$ cat src/rtl/sift_sram_pkg.sv
// rtl/sift_sram_pkg.sv - shared SRAM arbiter/client widths and read streamer state encoding
package sift_sram_pkg;

  localparam int SRAM_ADDR_W = 18;
  localparam int SRAM_DATA_W = 32;
  localparam int PIX_W       = 8;

  typedef enum logic [1:0] {
    ST_IDLE,
    ST_ISSUE,
    ST_DRAIN,
    ST_DONE
  } stream_state_e;

  // Byte 0 is the least significant byte of the SRAM word.
  function automatic logic [PIX_W-1:0] word_byte(input logic [SRAM_DATA_W-1:0] word,
                                                 input logic [1:0]             idx);
    return word[{idx, 3'b000} +: PIX_W];
  endfunction

endpackage

$ cat src/rtl/sync_fifo.sv
// rtl/sync_fifo.sv - single-clock FIFO with full/empty/count, push and pop legal together at any occupancy
module sync_fifo #(
  parameter int WIDTH = 32,
  parameter int DEPTH = 8
) (
  input  logic                     clock,
  input  logic                     reset,
  input  logic                     push,
  input  logic [WIDTH-1:0]         push_data,
  input  logic                     pop,
  output logic [WIDTH-1:0]         pop_data,
  output logic                     full,
  output logic                     empty,
  output logic [$clog2(DEPTH):0]   count
);

  localparam int AW = $clog2(DEPTH);

  logic [AW:0]      wr_ptr_q, wr_ptr_d;
  logic [AW:0]      rd_ptr_q, rd_ptr_d;
  logic [WIDTH-1:0] mem_q [DEPTH];
  logic             do_push, do_pop;

  assign count    = wr_ptr_q - rd_ptr_q;
  assign full     = (count == (AW+1)'(DEPTH));
  assign empty    = (count == '0);
  assign pop_data = mem_q[rd_ptr_q[AW-1:0]];

  // A pop in the same cycle frees the slot, so a push into a full FIFO is still taken.
  always_comb begin
    do_pop   = pop && !empty;
    do_push  = push && (!full || do_pop);
    wr_ptr_d = wr_ptr_q + {{AW{1'b0}}, do_push};
    rd_ptr_d = rd_ptr_q + {{AW{1'b0}}, do_pop};
  end

  always_ff @(posedge clock or posedge reset) begin
    if (reset) begin
      wr_ptr_q <= '0;
      rd_ptr_q <= '0;
    end else begin
      wr_ptr_q <= wr_ptr_d;
      rd_ptr_q <= rd_ptr_d;
    end
  end

  always_ff @(posedge clock) begin
    if (do_push) begin
      mem_q[wr_ptr_q[AW-1:0]] <= push_data;
    end
  end

endmodule

$ cat src/rtl/sram_read_streamer.sv
// rtl/sram_read_streamer.sv - issues sequential SRAM word reads and unpacks responses into an 8-bit pixel stream
module sram_read_streamer
  import sift_sram_pkg::*;
#(
  parameter int FIFO_DEPTH = 8,
  parameter int ADDR_W     = SRAM_ADDR_W
) (
  input  logic                   clock,
  input  logic                   reset,
  input  logic                   start,
  input  logic [ADDR_W-1:0]      base_addr,
  input  logic [ADDR_W-1:0]      word_count,
  output logic                   busy,
  output logic                   done,
  output logic                   req_valid,
  input  logic                   req_ready,
  output logic [ADDR_W-1:0]      req_addr,
  input  logic                   resp_valid,
  output logic                   resp_ready,
  input  logic [SRAM_DATA_W-1:0] resp_data,
  output logic                   pix_valid,
  input  logic                   pix_ready,
  output logic [PIX_W-1:0]       pix_data
);

  localparam int            CW           = $clog2(FIFO_DEPTH) + 1;
  localparam logic [CW-1:0] FULL_CREDITS = CW'(FIFO_DEPTH);

  stream_state_e    state_q, state_d;
  logic [ADDR_W-1:0] addr_q, addr_d;
  logic [ADDR_W-1:0] words_left_q, words_left_d;
  logic [CW-1:0]     credits_q, credits_d;
  logic [1:0]        byte_idx_q, byte_idx_d;
  logic              pix_valid_q, pix_valid_d;
  logic [PIX_W-1:0]  pix_data_q, pix_data_d;

  logic                   req_fire;
  logic                   fifo_pop;
  logic                   fifo_full;
  logic                   fifo_empty;
  logic [SRAM_DATA_W-1:0] fifo_head;
  logic [CW-1:0]          fifo_count;

  sync_fifo #(
    .WIDTH (SRAM_DATA_W),
    .DEPTH (FIFO_DEPTH)
  ) u_resp_fifo (
    .clock     (clock),
    .reset     (reset),
    .push      (resp_valid),
    .push_data (resp_data),
    .pop       (fifo_pop),
    .pop_data  (fifo_head),
    .full      (fifo_full),
    .empty     (fifo_empty),
    .count     (fifo_count)
  );

  always_comb begin
    state_d      = state_q;
    addr_d       = addr_q;
    words_left_d = words_left_q;
    credits_d    = credits_q;
    byte_idx_d   = byte_idx_q;
    pix_valid_d  = pix_valid_q;
    pix_data_d   = pix_data_q;
    fifo_pop     = 1'b0;

    req_valid = (state_q == ST_ISSUE) && (credits_q != '0) && (words_left_q != '0);
    req_fire  = req_valid && req_ready;

    // The output register refills whenever it is empty or being taken; the head word
    // retires (and returns its credit) as its last byte moves into the register.
    if (!pix_valid_q || pix_ready) begin
      pix_valid_d = !fifo_empty;
      if (!fifo_empty) begin
        pix_data_d = word_byte(fifo_head, byte_idx_q);
        byte_idx_d = byte_idx_q + 2'd1;
        fifo_pop   = (byte_idx_q == 2'd3);
      end
    end

    case ({req_fire, fifo_pop})
      2'b10:   credits_d = credits_q - CW'(1);
      2'b01:   credits_d = credits_q + CW'(1);
      default: credits_d = credits_q;
    endcase

    case (state_q)
      ST_IDLE: begin
        if (start) begin
          addr_d       = base_addr;
          words_left_d = word_count;
          state_d      = (word_count != '0) ? ST_ISSUE : ST_DONE;
        end
      end
      ST_ISSUE: begin
        if (req_fire) begin
          addr_d       = addr_q + ADDR_W'(1);
          words_left_d = words_left_q - ADDR_W'(1);
          if (words_left_q == ADDR_W'(1)) begin
            state_d = ST_DRAIN;
          end
        end
      end
      ST_DRAIN: begin
        if (credits_q == FULL_CREDITS && fifo_count == '0 && !pix_valid_q) begin
          state_d = ST_DONE;
        end
      end
      ST_DONE: state_d = ST_IDLE;
      default: state_d = ST_IDLE;
    endcase
  end

  always_ff @(posedge clock or posedge reset) begin
    if (reset) begin
      state_q      <= ST_IDLE;
      addr_q       <= '0;
      words_left_q <= '0;
      credits_q    <= FULL_CREDITS;
      byte_idx_q   <= '0;
      pix_valid_q  <= 1'b0;
      pix_data_q   <= '0;
    end else begin
      state_q      <= state_d;
      addr_q       <= addr_d;
      words_left_q <= words_left_d;
      credits_q    <= credits_d;
      byte_idx_q   <= byte_idx_d;
      pix_valid_q  <= pix_valid_d;
      pix_data_q   <= pix_data_d;
    end
  end

  assign busy       = (state_q == ST_ISSUE) || (state_q == ST_DRAIN);
  assign done       = (state_q == ST_DONE);
  assign req_addr   = addr_q;
  assign resp_ready = 1'b1;
  assign pix_valid  = pix_valid_q;
  assign pix_data   = pix_data_q;

  a_no_overflow: assert property (@(posedge clock) disable iff (reset)
    !(resp_valid && fifo_full && !fifo_pop));
  a_no_idle_resp: assert property (@(posedge clock) disable iff (reset)
    !(resp_valid && state_q == ST_IDLE));
  a_credit_range: assert property (@(posedge clock) disable iff (reset)
    credits_q <= FULL_CREDITS);

endmodule

$ cat config.mk
export PLATFORM = sky130hd
export DESIGN_NAME = sram_read_streamer
export DESIGN_NICKNAME = d
export VERILOG_FILES = /design/src/rtl/sift_sram_pkg.sv /design/src/rtl/sync_fifo.sv /design/src/rtl/sram_read_streamer.sv
export SDC_FILE = /design/constraint.sdc
export NUM_CORES = 1
export LEC_CHECK = 0
export BUFFER_PORTS_ARGS = -buffer_cell sky130_fd_sc_hd__buf_4
export CAP_MARGIN = 20
export CORE_MARGIN = 4
export CORE_UTILIZATION = 55
export CTS_BUF_LIST = sky130_fd_sc_hd__clkbuf_4
export DETAILED_ROUTE_END_ITERATION = 12
export GPL_ROUTABILITY_DRIVEN = 0
export PLACE_DENSITY_LB_ADDON = 0.15
export SETUP_SLACK_MARGIN = 0.15
export SLEW_MARGIN = 20
export SYNTH_ARGS = -nofsm -noshare
export SYNTH_HDL_FRONTEND = slang
export SYNTH_HIERARCHICAL = 1
export SYNTH_SLANG_ARGS = --single-unit
export TNS_END_PERCENT = 50
$ cat constraint.sdc
create_clock -name clock -period 15 [get_ports clock]
set_input_delay 0.75 -clock clock [delete_from_list [all_inputs] [get_ports clock]]
set_output_delay 0.75 -clock clock [all_outputs]
set_load 0.05 [all_outputs]
==> run metrics <==
Non-Filler Instances=~1400; Final min period=4.65 ns; Design Area, Final=16000 um^2; crit path cell chain=ha_1 -> inv_1 -> fa_1 -> xor2_1 -> or3_4 -> nor2_1 -> a21oi_2 -> and2_1 -> nor4_4 -> nor4bb_4 -> buf_4; Crit Path Class=register to register; final setup vio count=0; Max FO, Critical Path=30; final hold vios=0; Mean Syn Cell Area=16.0 um^2; Initial Util=56.1%; largest net degree at the start of global routing=67; Critical Path Max Stage Delay=0.85 ns; slowest cell on the critical path=nor4bb_4; # nets final=1109; Core Region=approximately 24000 um^2; RSZ-0062 raised after global routing=false; crit share post-route=31.0%; clk slew on worst S/H paths=0.06 ns; num rows=between 50 and 60; Mapped Nets=952; first-pass GRT wire length=46900 um; drc violations=0; chip height=166 um; DRT Pass-1 Iters=5; PD cells=212 nW/um^2; H-tree lvl count=3; I/O pin count=105; post-route ant nets=0; GRT Util Overall=21.5%; grt total ovfl=0; critical path startpoint category=register; placed insts=1255; commonest non-fill, non-tap cell in the layout=edfxtp_1; worst path buffer plus inverter count=2; Num CTS Buffers=82; Worst Hold Class=input port to async pin; Post-Route Skew=approximately 0.05 ns; status=finished, final reports clean; pre-CTS setup slack=9.85 ns; Crit. End Element=register; Placed Area=14900 um^2; Iter 0 DRT Violations=586; crit path DAT=4.96 ns; CP Data Required Time=15.32 ns; I/O Buffers=about 100; post-synthesis cell area=13700 um^2; Area growth, synth to finish=16.2%; Final Worst Setup Slack=10.35 ns; Detailed Route WL=29200 um; Synth warnings=6; # resized after CTS=0; CTS root buf=clkbuf_4; die width=166 um; cts hold-fix bufs=0; # fillers=1778; later-pin clock latency in the skew report=0.67 ns; commonest non-fill, non-tap cells in the layout=edfxtp_1 (256), nand2_1 (127), clkbuf_4 (126); clk buf depth=3; Syn Inst Count=858; full die area=~28000 um^2; final core utilization=65.2%; Max Slew Vio Count=0; post-CTS setup buffers=0; DP HPWL=18000 um; setup total negative slack=0 ns; max-cap violations=0; DR vias/cell=5.79; Max IR drop VDD=132 uV; Routed WL per cell=approximately 21 um; Max Freq=0.215 GHz; TritonCTS clock tree=built; worst r2r src=u_resp_fifo/rd_ptr_q[0]; Vias=8136; Slew @ Worst Pin=around 0.97 ns; share of layout cells above drive strength 1=about a third; crit path launch=u_resp_fifo/rd_ptr_q[0]; initial antenna violation count=1; Largest delay share family, worst path=simple AND/OR/NAND/NOR gates; vias in the first global route=approximately 8400; clk sink count=about 320; Static Leak=5.85 nW; relative slew slack=a little over a third
## stage by stage
| step | hold WS (ns) | power [mW] |
|---|---|---|
| global placement | 0.485 | 2.62 |
| finish | 0.0447 | 3.39 |
| floorplan | 0.459 | 2.30 |
| detailed placement | 0.490 | 2.65 |
| CTS | 0.00650 | 3.42 |
| global route | 0.0199 | 3.61 |
## where the power goes
group	internal [mW]	total, mW	switching [mW]
clock network	0.418	0.757	0.339
logic	0.544	1.30	0.756
registers	1.16	1.33	0.168
total	2.12	3.39	1.26
## metal layers
layer	part of all wire [%]	vias up	global-route usage, %
met1	43	4106	29.8
met5	0	-	0
li1	-	3735	-
met3	5.9	51	5.14
met4	2.3	0	8.36
met2	49	244	33.6
## worst paths after layout
check                                                end  slack (ns)  cells after the start
worst max-delay path            u_resp_fifo/mem_q[4][25]       10.35                     11
worst min-delay path             u_resp_fifo/rd_ptr_q[2]        0.04                      2
worst max register to register  u_resp_fifo/mem_q[4][25]       10.35                     11
worst min register to register          words_left_q[16]        0.50                      1
max in group asynchronous                   req_addr[13]       14.20                      3
min in group clock                          req_addr[15]        0.29                      2
## worst register-to-register path, delay by kind of cell (launching register included)
kind / cells / cell delay [ns]
xor+xnor: 1 / 0.18
simple gates: 5 / 1.61
compound gates: 1 / 0.52
fa+ha+maj: 2 / 0.64
flops: 1 / 0.81
buf+inv: 2 / 0.53
## sequential cells by signal, indices dropped and copies added, names as in the netlist
register / count
byte_idx_q: 2
credits_q: 4
pix_data: 8
pix_valid: 1
req_addr: 18
state_q: 2
u_resp_fifo/mem_q: 256
u_resp_fifo/rd_ptr_q: 4
u_resp_fifo/wr_ptr_q: 4
words_left_q: 18
## layout make-up
| type | count | area [um^2] | share of cell area (%) |
|---|---|---|---|
| Inverter | 19 | 71.3 | 0.447 |
| Multi-Input combinational cell | 475 | 4260 | 26.7 |
| Timing Repair Buffer | 120 | 901 | 5.65 |
| Clock buffer | 126 | 946 | 5.93 |
| Antenna cell | 1 | 2.50 | 0.0157 |
| Sequential cell | 317 | 9220 | 57.8 |
| Tap cell | 324 | 405 | 2.54 |
| Clock inverter | 22 | 146 | 0.917 |
No activity file was read; power rests on OpenSTA's default activity.
